==> src/rtl/coord_transmitter_if.sv <==
// rtl/coord_transmitter_if.sv - request/status bundle between a frame source and coord_transmitter
interface coord_transmitter_if;
  logic       send;
  logic [8:0] tx_x;
  logic [8:0] tx_y;
  logic       tx_shot;
  logic       busy;
  logic       done;

  modport master (output send, tx_x, tx_y, tx_shot, input busy, done);
  modport slave  (input send, tx_x, tx_y, tx_shot, output busy, done);
endinterface

==> src/rtl/coord_transmitter.sv <==
// rtl/coord_transmitter.sv - shifts a latched X/Y/shot word out as a 20-bit framed serial link
module coord_transmitter #(
  parameter int BIT_CYCLES = 50
) (
  input  logic                Clk,
  input  logic                Reset,
  coord_transmitter_if.slave  link,
  output logic                GPIO_SCLK,
  output logic                GPIO_SDATA,
  output logic                GPIO_FRAME
);
  localparam int PHASE_W = $clog2(BIT_CYCLES);
  localparam logic [PHASE_W-1:0] PHASE_LAST = PHASE_W'(BIT_CYCLES - 1);
  localparam logic [PHASE_W-1:0] PHASE_HALF = PHASE_W'(BIT_CYCLES / 2);

  typedef enum logic [1:0] {IDLE, SHIFT, GAP} state_t;

  state_t             state;
  state_t             state_next;
  logic [PHASE_W-1:0] phase;
  logic [4:0]         bit_cnt;
  logic [19:0]        shreg;
  logic               done_q;
  logic               phase_wrap;
  logic               accept;
  logic               frame_end;

  always_ff @(posedge Clk) begin
    if (!Reset) begin
      state   <= IDLE;
      phase   <= '0;
      bit_cnt <= '0;
      shreg   <= '0;
      done_q  <= 1'b0;
    end else begin
      state  <= state_next;
      done_q <= frame_end;
      if (accept) begin
        phase   <= '0;
        bit_cnt <= '0;
        shreg   <= {link.tx_x, link.tx_y, link.tx_shot,
                    ~^{link.tx_x, link.tx_y, link.tx_shot}};
      end else if (state != IDLE) begin
        // The gap reuses the same counters: two bit-times of silence.
        if (phase_wrap) begin
          phase <= '0;
          shreg <= {shreg[18:0], 1'b0};
          if (frame_end || state_next == IDLE) bit_cnt <= '0;
          else                                 bit_cnt <= bit_cnt + 5'd1;
        end else begin
          phase <= phase + 1'b1;
        end
      end
    end
  end

  always_comb begin
    state_next = state;
    accept     = 1'b0;
    frame_end  = 1'b0;
    phase_wrap = (phase == PHASE_LAST);
    case (state)
      IDLE: begin
        if (link.send) begin
          accept     = 1'b1;
          state_next = SHIFT;
        end
      end
      SHIFT: begin
        if (phase_wrap && bit_cnt == 5'd19) begin
          frame_end  = 1'b1;
          state_next = GAP;
        end
      end
      GAP: begin
        if (phase_wrap && bit_cnt == 5'd1) state_next = IDLE;
      end
      default: state_next = IDLE;
    endcase
  end

  assign GPIO_FRAME = (state == SHIFT);
  assign GPIO_SCLK  = (state == SHIFT) && (phase >= PHASE_HALF);
  assign GPIO_SDATA = (state == SHIFT) && shreg[19];
  assign link.busy  = (state != IDLE);
  assign link.done  = done_q;
endmodule

==> src/flat_wrapper.sv <==
// flat-port wrapper written by rule: the top's interface ports become plain ports
module coord_transmitter_flat 
#(
  parameter int BIT_CYCLES = 50
)
  (Clk, Reset, GPIO_SCLK, GPIO_SDATA, GPIO_FRAME, link_send, link_tx_x, link_tx_y, link_tx_shot, link_busy, link_done);
  coord_transmitter_if link_i ();
  input  logic Clk;
  input  logic Reset;
  output logic GPIO_SCLK;
  output logic GPIO_SDATA;
  output logic GPIO_FRAME;
  input wire logic [$bits(link_i.send)-1:0] link_send;
  input wire logic [$bits(link_i.tx_x)-1:0] link_tx_x;
  input wire logic [$bits(link_i.tx_y)-1:0] link_tx_y;
  input wire logic [$bits(link_i.tx_shot)-1:0] link_tx_shot;
  output wire logic [$bits(link_i.busy)-1:0] link_busy;
  output wire logic [$bits(link_i.done)-1:0] link_done;
  assign link_i.send = link_send;
  assign link_i.tx_x = link_tx_x;
  assign link_i.tx_y = link_tx_y;
  assign link_i.tx_shot = link_tx_shot;
  assign link_busy = link_i.busy;
  assign link_done = link_i.done;
  coord_transmitter #(.BIT_CYCLES(BIT_CYCLES)) u_core (.Clk(Clk), .Reset(Reset), .link(link_i), .GPIO_SCLK(GPIO_SCLK), .GPIO_SDATA(GPIO_SDATA), .GPIO_FRAME(GPIO_FRAME));
endmodule
==> config.mk <==
export PLATFORM = sky130hd
export DESIGN_NAME = coord_transmitter_flat
export DESIGN_NICKNAME = d
export VERILOG_FILES = /design/src/rtl/coord_transmitter_if.sv /design/src/rtl/coord_transmitter.sv /design/src/flat_wrapper.sv
export SDC_FILE = /design/constraint.sdc
export NUM_CORES = 1
export LEC_CHECK = 0
export ABC_AREA = 0
export CORE_ASPECT_RATIO = 1.5
export CORE_MARGIN = 10
export CORE_UTILIZATION = 55
export DETAILED_ROUTE_END_ITERATION = 8
export PLACE_DENSITY = 0.81
export SYNTH_ARGS = -nofsm -noshare
export SYNTH_HDL_FRONTEND = slang
export SYNTH_SLANG_ARGS = --single-unit
==> constraint.sdc <==
create_clock -name Clk -period 3.39 [get_ports Clk]
set_input_delay 0.678 -clock Clk [delete_from_list [all_inputs] [get_ports Clk]]
set_output_delay 0.678 -clock Clk [all_outputs]
set_load 0.02 [all_outputs]
=== After elaboration in Yosys (flattened, before gate mapping) ===
Cells that the tools add are included.

* Input bits: 22
* Flip-flop bits (word level): 34
* Memory bits (read-only): 0
* Bits in writable memories: 0
* Memories kept: 0
* Latch bits: 0
* Output and inout port bits: 5

* Div/mod/pow operators: 0
* Mux-type cells: 13
* Bitwise gates (word level): 1
* Shift-type cells: 0
* Reduce and logical (&&, ||, !) cells: 14
* Add/sub/neg operators: 2
* Multiply operators: 0
* Magnitude comparators: 1
* Equal/unequal tests: 5

{| class="wikitable"
|+ Operators by type and width
! operator !! count
|-
| 20-bit 2-to-1 mux || 3
|-
| 19-bit XNOR reduction || 1
|-
| 6-bit by 1-bit adder with 6-bit output (second input constant) || 1
|-
| 6-bit equality test (second input constant) || 1
|-
| 6-bit by 5-bit >= comparator with 1-bit output (second input constant) || 1
|-
| 2-bit 2-to-1 mux || 3
|-
| 6-bit 2-to-1 mux || 1
|-
| 2-bit one-hot mux with 3 select lines || 1
|-
| 2-bit nonzero test || 3
|-
| 5-bit by 1-bit adder with 5-bit output (second input constant) || 1
|-
| 5-bit by 1-bit equality test with 1-bit output (second input constant) || 1
|-
| 5-bit equality test (second input constant) || 1
|-
| 5-bit 2-to-1 mux || 1
|-
| 1-bit logical AND || 4
|-
| 2-bit zero test || 2
|-
| 1-bit 2-to-1 mux || 4
|-
| 2-bit AND reduction || 2
|-
| 2-bit by 1-bit equality test with 1-bit output (second input constant) || 1
|-
| 2-bit equality test (second input constant) || 1
|-
| 2-bit OR reduction || 1
|-
| 1-bit logical OR || 1
|-
| 1-bit NOT || 1
|}

=== Logic depth before layout (Yosys ltp) ===
* Depth in word-level cells: 7
* Mapped depth: 8

=== Worst setup path before layout ===
OpenSTA, ideal clock, no wires.

* Kind: input -> register
* From: input port link_send
* To: register u_core.shreg[4]
* Path slack: 1.470 ns
* Path buffers: 2
* Setup time: 0.127 ns
* Required time: 3.263 ns
* Data arrival time: 1.794 ns
* Stages on the path: 5
* Path through: or3b_2 -> buf_2 -> buf_1 -> mux2i_1 -> o21ai_0

* Word-level cells in the longest chain between the ends: 4

{| class="wikitable"
|+ Ends and longest elaborated chain
! element !! RTL line !! text
|-
| from (decl) || flat_wrapper.sv:13 || <nowiki>input wire logic [$bits(link_i.send)-1:0] link_send;</nowiki>
|-
| 1-bit 2-to-1 mux (*) || coord_transmitter.sv:64 || <nowiki>if (link.send) begin</nowiki>
|-
| 1-bit 2-to-1 mux (*) || coord_transmitter.sv:62 || <nowiki>case (state)</nowiki>
|-
| 2-bit nonzero test (no source line) || n/a ||
|-
| 2-bit AND reduction (no source line) || n/a ||
|-
| to (signal assigned) || coord_transmitter.sv:41 || <nowiki>shreg <= {link.tx_x, link.tx_y, link.tx_shot,</nowiki>
|-
| to (signal assigned) || coord_transmitter.sv:47 || <nowiki>shreg <= {shreg[18:0], 1'b0};</nowiki>
|-
| to (decl) || coord_transmitter.sv:22 || <nowiki>logic [19:0] shreg;</nowiki>
|}

Mark *: on every way between the ends. The rest lies on a longest branch, timed or not.
A chain may end at the register's enable or synchronous reset.

=== Worst setup path in the final report ===
* From: register u_core.phase[1]
* To: output port GPIO_SCLK

* Word-level cells in the longest chain between the ends: 2

{| class="wikitable"
|+ Ends and longest elaborated chain
! element !! RTL line !! text
|-
| from (decl) || coord_transmitter.sv:20 || <nowiki>logic [PHASE_W-1:0] phase;</nowiki>
|-
| from (signal assigned) || coord_transmitter.sv:51 || <nowiki>phase <= phase + 1'b1;</nowiki>
|-
| 6-bit by 5-bit >= comparator with 1-bit output || coord_transmitter.sv:83 || <nowiki>assign GPIO_SCLK = (state == SHIFT) && (phase >= PHASE_HALF);</nowiki>
|-
| 1-bit logical AND || coord_transmitter.sv:83 ||
|-
| to (decl) || flat_wrapper.sv:10 || <nowiki>output logic GPIO_SCLK;</nowiki>
|}

No other way between the ends.

==> results.cfg <==
[yosys]
yosysSeqAreaShare = 0.3891
synth_area_per_cell_um2 = 9.206
synth_top_family_by_area = simple AND/OR/NAND/NOR gates
synth_compound_area_frac = 0.1180
synthSimpleGateAreaFrac = 0.1795
ys_async_sr_fraction = 0
ys_types = 40
ys_warn_count = 0
synthXorXnorAreaFrac = 0.1230
synth_cells = 190
synth.mux.area_fraction = 0.1087
synth-edff-count = 0
synth_ff_type = dfxtp_1
ys_ff_latch = 34
synthAdderAreaFrac = 0.03577
synth_nets = 217
syn_area_um2 = 1749

[routing]
firstDrtPassIters = 4
vias_per_cell = 5.395
drc_errors = 0
dr.first_iter.drc_count = 64
wl_um = 3679
postRouteAntennaNets = 0
wl_per_cell_um = 14.26
via_count = 1392

[placed_design]
place_hpwl_um = 2815
numPortBuffers = 26
gp_congestion = 0.8359

[floorplan]
dieWidth_um = 66.05
initial_core_util = 0.5648
rows = 25
core_area_um2 = 3097
dieArea_um2 = 5883
boundaryPins = 27
die_h_um = 89.07

[global_routing]
grt_antenna_before_repair = 0
grtUsageTotal = 0.1396
grt_overflow = 0
first_global_vias = 1445
grt_pass1_wl_um = 6403
grt_max_degree = 24

[setup_path]
critical_path_arrival_ps = 1840
cp.required_ps = 2710
critical_path_class = reg -> out
crit_fanout = 3
end_kind = output pin
start_kind = flip-flop

[timing]
post-route-period-util = 0.7426
fin_tns_setup_ps = 0
fin_worst_skew_ps = 3.555
relSlewSlack = 0.6642
tightest_slew_ps = 500.6
final-setup-viol-count = 0
rsz0062_at_grt = no
max_clock_freq_mhz = 397.2
finalMaxSlewViolations = 0
min_period_ps = 2517
hold_violations = 0

[clock_network]
cts-hold-fix-buffers = 0
clk_latency_ps = 290
clkTransAtPathRegs_ps = 70
cts_tree = built
cts_setup_buffers = 0
cts_buffers = 5
post_cts_resized = 0
root_buffer = clkbuf_8
cts.sinks = 34
h-tree-depth = 2
ctsLongestPathBuffers = 2

[finish]
drive_above_1_share = 0.07798
seq_area_um2 = 680.7
fillers = 240
final_util = 0.6877
final_cell_mix = 34 x dfxtp_1, 26 x nand2_1, 26 x clkdlybuf4s50_1
nets = 244
final_common_cell = dfxtp_1
multi_input_area_um2 = 988.4
area_growth_pct = 21.75
n_antenna_cell = 0

[power]
power_density_nw_per_um2 = 445.5
vdd_ir_drop_max_mv = 0.3799
power_w = 0.0009487
leakage_nw = 0.8281

[run_status]
outcome = completed

[run]
max-cap-violations = 0

[min_path]
hp-class = reg -> reg
==> Yosys cell counts, types with 3 or more instances <==
cell	instances	area share
a21oi_1	4	0.011
nor2_1	12	0.026
mux2i_1	19	0.11
nand4_1	5	0.018
o21ai_0	18	0.052
xnor2_1	14	0.070
inv_1	7	0.015
or3_1	3	0.011
ha_1	5	0.036
xor2_1	8	0.040
nand2_1	26	0.056
dfxtp_1	34	0.39
buf_2	4	0.011
==> sequential cells by signal, summed over array words and instances (netlist names) <==
name / flops
u_core.shreg: 20
u_core.phase: 6
u_core.bit_cnt: 5
u_core.state: 2
u_core.link.done: 1
==> kinds of logic after synthesis <==
kind of cell | after synthesis
AO/OA/AOI/OAI | 33
XOR/XNOR | 23
buffers and inverters | 15
adder cells (fa/ha/maj) | 5
multiplexers | 19
AND/OR/NAND/NOR | 61
flip-flops | 34
==> path summary, 6_finish.rpt <==
check        cells after the start  slack [ps]                 to        startpoint
min                              2         450   u_core.shreg[15]  u_core.shreg[15]
max reg2reg                      7        1260  u_core.bit_cnt[1]   u_core.phase[1]
min reg2reg                      2         450   u_core.shreg[15]  u_core.shreg[15]
max                              6         870          GPIO_SCLK   u_core.phase[1]
==> metal layers <==
metal  share of wire  GRT usage
met3           0.038    0.04141
met4           0.024    0.06883
met1            0.38     0.1347
met2            0.56     0.2601
met5               0          0
==> where the power goes <==
part	switching [W]	internal, W
clock	0.000144	0.000216
combinational	0.0000761	0.0000850
sequential	0.0000102	0.000417
total	0.000230	0.000719
==> through the flow <==
step           cell area, µm²  hold slack (ps)  std cells  worst slack (ps)
2_1_floorplan            1749            424.8        190              1470
3_3_place_gp             2021            435.1        250             786.2
3_5_place_dp             2021            442.8        250             733.4
4_1_cts                  2130            458.8        258             868.9
5_1_grt                  2130            473.4        258             786.0
6_report                 2130            452.5        258             872.5
==> critical path: stages (launching register included) <==
cell and delay, ps:
dfxtp_1 320, inv_1 90, ha_1 190, nor2_1 50
a21oi_1 170, o21a_1 130, clkdlybuf4s50_1 600
==> final cells by class <==
class / instances / area share
Multi-Input combinational cell: 141 / 0.4642
Sequential cell: 34 / 0.3196
Tap cell: 40 / 0.02350
Timing Repair Buffer: 28 / 0.1293
Clock buffer: 5 / 0.03231
Clock inverter: 3 / 0.01880
Inverter: 7 / 0.01234
No activity file was read; power rests on OpenSTA's default activity.
